### src/rtl/ff_excitation_driver.sv
// Initiator for an external flop bank: turns a target next-state word into J/K, S/R and D
// excitation, then checks the bank's q feedback one cycle after the drive and counts misses.
module ff_excitation_driver #(
    parameter int WIDTH   = 4,
    parameter bit DC_FILL = 1'b0
) (
    input  logic             clk,
    input  logic             async_reset,
    input  logic             i_tgt_valid,
    output logic             o_tgt_ready,
    input  logic [WIDTH-1:0] i_tgt_data,
    output logic [WIDTH-1:0] o_j,
    output logic [WIDTH-1:0] o_k,
    output logic [WIDTH-1:0] o_s,
    output logic [WIDTH-1:0] o_r,
    output logic [WIDTH-1:0] o_d,
    input  logic [WIDTH-1:0] i_fb_q,
    output logic             o_busy,
    output logic             o_mismatch,
    output logic [WIDTH-1:0] o_err_mask,
    output logic [7:0]       o_err_count
);

    typedef enum logic [1:0] {
        IDLE  = 2'd0,
        DRIVE = 2'd1,
        CHECK = 2'd2
    } state_t;

    state_t           r_state;
    logic [WIDTH-1:0] r_cur;
    logic [WIDTH-1:0] r_exp;
    logic [WIDTH-1:0] r_j, r_k, r_s, r_r, r_d;
    logic             r_ready;
    logic             r_busy;
    logic             r_mismatch;
    logic [WIDTH-1:0] r_err_mask;
    logic [7:0]       r_err_count;

    logic [WIDTH-1:0] w_x;
    logic [WIDTH-1:0] w_q;
    logic [WIDTH-1:0] w_n;
    logic [WIDTH-1:0] w_j, w_k, w_s, w_r;
    logic [WIDTH-1:0] w_m;
    logic             w_accept;

    assign w_x = {WIDTH{DC_FILL}};
    // In CHECK the next drive must start from what the bank really holds, not from the old cur.
    assign w_q = (r_state == CHECK) ? i_fb_q : r_cur;
    assign w_n = i_tgt_data;
    assign w_m = i_fb_q ^ r_exp;
    assign w_accept = i_tgt_valid && r_ready;

    // Don't-care bits take DC_FILL; S and R are never both 1 since their care terms are disjoint.
    always_comb begin
        w_j = (~w_q & w_n) | (w_q & w_x);
        w_k = (w_q & ~w_n) | (~w_q & w_x);
        w_s = (~w_q & w_n) | (w_q & w_n & w_x);
        w_r = (w_q & ~w_n) | (~w_q & ~w_n & w_x);
    end

    always_ff @(posedge clk or posedge async_reset) begin
        if (async_reset) begin
            r_state     <= IDLE;
            r_cur       <= '0;
            r_exp       <= '0;
            r_j         <= '0;
            r_k         <= '0;
            r_s         <= '0;
            r_r         <= '0;
            r_d         <= '0;
            r_ready     <= 1'b1;
            r_busy      <= 1'b0;
            r_mismatch  <= 1'b0;
            r_err_mask  <= '0;
            r_err_count <= '0;
        end else begin
            case (r_state)
                IDLE: begin
                    r_mismatch <= 1'b0;
                    if (w_accept) begin
                        r_exp   <= w_n;
                        r_j     <= w_j;
                        r_k     <= w_k;
                        r_s     <= w_s;
                        r_r     <= w_r;
                        r_d     <= w_n;
                        r_ready <= 1'b0;
                        r_busy  <= 1'b1;
                        r_state <= DRIVE;
                    end
                end
                DRIVE: begin
                    r_j        <= '0;
                    r_k        <= '0;
                    r_s        <= '0;
                    r_r        <= '0;
                    r_d        <= r_cur;
                    r_ready    <= 1'b1;
                    r_busy     <= 1'b1;
                    r_mismatch <= 1'b0;
                    r_state    <= CHECK;
                end
                CHECK: begin
                    r_cur      <= i_fb_q;
                    r_mismatch <= |w_m;
                    r_err_mask <= w_m;
                    if (|w_m && r_err_count != 8'hFF)
                        r_err_count <= r_err_count + 8'd1;
                    if (w_accept) begin
                        r_exp   <= w_n;
                        r_j     <= w_j;
                        r_k     <= w_k;
                        r_s     <= w_s;
                        r_r     <= w_r;
                        r_d     <= w_n;
                        r_ready <= 1'b0;
                        r_busy  <= 1'b1;
                        r_state <= DRIVE;
                    end else begin
                        r_j     <= '0;
                        r_k     <= '0;
                        r_s     <= '0;
                        r_r     <= '0;
                        r_d     <= i_fb_q;
                        r_ready <= 1'b1;
                        r_busy  <= 1'b0;
                        r_state <= IDLE;
                    end
                end
                default: begin
                    r_state <= IDLE;
                    r_ready <= 1'b1;
                    r_busy  <= 1'b0;
                end
            endcase
        end
    end

    assign o_tgt_ready = r_ready;
    assign o_j         = r_j;
    assign o_k         = r_k;
    assign o_s         = r_s;
    assign o_r         = r_r;
    assign o_d         = r_d;
    assign o_busy      = r_busy;
    assign o_mismatch  = r_mismatch;
    assign o_err_mask  = r_err_mask;
    assign o_err_count = r_err_count;

endmodule
### config.mk
export PLATFORM = sky130hd
export DESIGN_NAME = ff_excitation_driver
export DESIGN_NICKNAME = d
export VERILOG_FILES = /design/src/rtl/ff_excitation_driver.sv
export SDC_FILE = /design/constraint.sdc
export NUM_CORES = 1
export LEC_CHECK = 0
export ABC_CLOCK_PERIOD_IN_PS = 2600
export BUFFER_PORTS_ARGS = -buffer_cell sky130_fd_sc_hd__buf_4
export CORE_UTILIZATION = 50
export CTS_CLUSTER_SIZE = 20
export DETAILED_ROUTE_END_ITERATION = 16
export GPL_TIMING_DRIVEN = 0
export PLACE_DENSITY = 0.81
export SLEW_MARGIN = 10
export SYNTH_ARGS = -nofsm -noshare
export SYNTH_HDL_FRONTEND = slang
export SYNTH_SLANG_ARGS = --single-unit
### constraint.sdc
create_clock -name clk -period 2.6 [get_ports clk]
set_clock_uncertainty 0.05 [all_clocks]
set_input_delay 0.52 -clock clk [delete_from_list [all_inputs] [get_ports clk]]
set_output_delay 0.52 -clock clk [all_outputs]
set_load 0.005 [all_outputs]
==> results.json <==
{
  "cp_slowest_stage_delay_ns": 0.49,
  "timing.fmax_mhz": 509,
  "hold_class": "in2async",
  "std_cell_rows": 21,
  "initial_cell_density_of_the_core_pct": 53.2,
  "cts_tree": "built",
  "clock_power_share_pct": 14.9,
  "worst-path-buf-inv": 2,
  "detailed_place_hpwl_mm": 2.95,
  "clock_tree.root_cell": "sky130_fd_sc_hd__clkbuf_4",
  "ys_seq_elements": 37,
  "flow.area_growth_from_synthesis_pct": 26.5,
  "post_synth_edffs": 0,
  "final_layout_size_suffix_gt1_share_pct": 36.6,
  "cp_data_required_time_ns": 2.78,
  "total_core_area_um2": 3420,
  "ys_warn_count": 0,
  "cts_hold_buf": 0,
  "boundaryPins": 46,
  "grt_pass1_wl_mm": 6.62,
  "design.die.area_um2": 3880,
  "power.density_cell_area_nw_per_um2": 1200,
  "finalSetupTns_ns": 0,
  "critical_path.max_fanout": 6,
  "globalRoute.totalOverflow": 0,
  "result_of_the_run": "finished, final reports clean",
  "final_antenna_net_count": 0,
  "ir_worst_vdd_uv": 607,
  "clock-sinks": 37,
  "share_of_synthesized_area_occupied_by_flip_flops_and_latches_pct": 51.1,
  "initial_detailed_routing_violation_count": 51,
  "most-common-layout-cells": "sky130_fd_sc_hd__buf_4, sky130_fd_sc_hd__dfrtp_1, sky130_fd_sc_hd__nand2_1",
  "dominantRegCellSynth": "sky130_fd_sc_hd__dfrtp_1",
  "first_global_vias": 1409,
  "timing_max_transition_violations_final": 0,
  "viasPerCell": 5.36,
  "fin_crit_ns": 1.96,
  "final_report_setup_violation_count": 0,
  "ys_top_cells_by_area": "sky130_fd_sc_hd__dfrtp_1, sky130_fd_sc_hd__ha_1, sky130_fd_sc_hd__a32o_1",
  "syn-instance-count": 160,
  "routed_wire_length_per_instance_um": 15.1,
  "sequential_group_share_of_total_power_pct": 37.6,
  "cpMaxStageDelayCell": "sky130_fd_sc_hd__o211ai_1",
  "gate_family_responsible_for_the_most_delay_along_the_worst_path": "compound AO/OA/AOI/OAI gates",
  "tightestPinTransition_ns": 0.750,
  "synth-async-reset-ratio_pct": 100,
  "cts-root-to-sink-buffers": 2,
  "syn_area_um2": 1820,
  "ctsHtreeMaxLevel": 2,
  "detail_route.drc_violations": 0,
  "drt_pre_antenna_iters": 4,
  "grt_setup_unrepaired": "false",
  "crit_path_start_kind": "register",
  "final_net_count": 230,
  "postSynthNetCount": 178,
  "yosysTopAreaCellShare_pct": 49.6,
  "antenna_cells": 0,
  "floorplan.die.width_um": 62.3,
  "netlist-cell-type-count": 35,
  "total_switching_power_w": 0.00103,
  "setup.worst_path.end_class": "register",
  "cts_resized": 0,
  "place.port_buffers": 45,
  "cell_internal_pwr_w": 0.00173,
  "timing.critical_path.cells": "inv_1 -> ha_1 -> clkbuf_1 -> o211ai_1 -> mux2_2",
  "clk_pin_slew_worst_paths_ns": 0.11,
  "timing_worst_setup_path_type": "reg2reg",
  "post_route_wl_mm": 3.92,
  "tritoncts.num_buffers": 5,
  "post_place_setup_slack_ns": 0.640,
  "synth_area_leader_cell": "sky130_fd_sc_hd__dfrtp_1",
  "net_switching_share_of_the_total_power_pct": 37.2,
  "grt_max_degree": 38,
  "worst-endpoint-arrival_ns": 2.14,
  "final_critical_path_setup_slack_ns": 0.637,
  "gpl.final_weighted_congestion": 0.789,
  "die-height_um": 62.3,
  "clock_latency_reported_for_the_late_side_of_the_worst_skew_pair_ns": 0.34,
  "route.vias.total": 1389,
  "grt_antenna_before_repair": 0,
  "portion_of_total_power_attributed_to_combinational_logic_pct": 47.5,
  "post-cts-setup-buffer-count": 0,
  "mostFrequentLayoutCell": "sky130_fd_sc_hd__buf_4",
  "grt.total_usage_pct": 22.0,
  "timing.max_slew.rel_slack_pct": 49.9,
  "drv.max_cap_violation_count": 0,
  "timing.final.hold_violations": 0,
  "leakage_nw": 1.09,
  "syn_area_per_cell_um2": 11.3,
  "final.period_utilization_pct": 75.5
}
[layer usage]
metal,up-vias,track usage [%],share of wire (%)
met3,4,5.15,4.5
li1,666,-,-
met5,-,0,0
met4,0,6.98,1.0
met1,674,26.8,42
met2,45,38.6,52
[cell type report]
| class | instances | area, µm² |
|---|---|---|
| well taps | 46 | 57.6 |
| clock buffers | 7 | 55.1 |
| repair buffers | 45 | 338 |
| clock inverters | 1 | 30.0 |
| fillers | 286 | 1120 |
| multi-input cells | 102 | 762 |
| inverters | 8 | 30.0 |
| flip-flops and latches | 37 | 927 |
| plain buffers | 13 | 96.3 |
[power by group through the flow]
stage / logic (W) / clock network [W] / registers (W)
after global routing: 0.00143 / 0.000448 / 0.00107
after CTS: 0.00132 / 0.000420 / 0.00104
final: 0.00131 / 0.000410 / 0.00104
after floorplan: 0.000796 / 0 / 0.00102
after global placement: 0.00125 / 0 / 0.00102
after detailed placement: 0.00132 / 0 / 0.00105
[worst paths after layout]
path	from	endpoint	slack, ns	cells past startpoint
max in group asynchronous	async_reset	o_err_count[0]	1.76	2
setup / recovery	r_state[0]	r_exp[3]	0.64	5
hold reg to reg	o_mismatch	o_mismatch	0.45	2
min in group clk	i_tgt_valid	o_tgt_ready	0.33	2
setup reg to reg	r_state[0]	r_exp[3]	0.64	5
hold / removal	async_reset	o_err_count[3]	0.26	2
[registers in the layout, indices dropped and copies added (netlist names), 2 cells and up]
register / cells
o_err_count: 8
o_r: 4
r_cur: 4
r_exp: 4
r_state: 2
o_d: 4
o_s: 4
o_err_mask: 4
[per-stage QoR]
| step | hold slack, ns | total power (W) | std cells | area [µm²] | utilization (%) |
|---|---|---|---|---|---|
| 2_1_floorplan | 0.423 | 0.00182 | 160 | 1820 | - |
| 3_3_place_gp | 0.415 | 0.00227 | 251 | 2210 | 64.7 |
| 3_5_place_dp | 0.432 | 0.00236 | 251 | 2210 | 64.7 |
| 4_1_cts | 0.282 | 0.00278 | 259 | 2300 | 67.2 |
| 5_1_grt | 0.301 | 0.00295 | 259 | 2300 | 67.2 |
| 6_report | 0.257 | 0.00276 | 259 | 2300 | 67.2 |
[synthesized netlist by cell type, types with 2 or more instances]
cell and instances:
sky130_fd_sc_hd__nand2_1 14, sky130_fd_sc_hd__buf_4 8, sky130_fd_sc_hd__nor4_2 2, sky130_fd_sc_hd__o21ai_1 4, sky130_fd_sc_hd__inv_1 8, sky130_fd_sc_hd__nor2_1 8
sky130_fd_sc_hd__nor4_1 2, sky130_fd_sc_hd__mux2_2 6, sky130_fd_sc_hd__nand4_1 3, sky130_fd_sc_hd__nand2b_1 2, sky130_fd_sc_hd__o21ai_0 4, sky130_fd_sc_hd__a21oi_1 5
sky130_fd_sc_hd__xnor2_1 6, sky130_fd_sc_hd__buf_6 2, sky130_fd_sc_hd__dfrtp_1 36, sky130_fd_sc_hd__nand3_1 3, sky130_fd_sc_hd__ha_1 7, sky130_fd_sc_hd__a32o_1 8
sky130_fd_sc_hd__mux2i_1 4, sky130_fd_sc_hd__a22oi_1 4, sky130_fd_sc_hd__a21o_1 3, sky130_fd_sc_hd__buf_2 2, sky130_fd_sc_hd__a22o_1 4, sky130_fd_sc_hd__xor2_1 4
[kinds of logic (layout without fill, tap and decap cells)]
| group | count (synthesis) | in the layout | synth area share (%) |
|---|---|---|---|
| fa+ha+maj | 7 | 7 | 4.82 |
| flops | 37 | 37 | 51.1 |
| buf+inv | 21 | 74 | 6.96 |
| simple gates | 40 | 40 | 11.9 |
| xor+xnor | 10 | 10 | 4.82 |
| compound gates | 35 | 35 | 14.5 |
| mux | 10 | 10 | 5.93 |
Power figures use the tool's default switching activity.
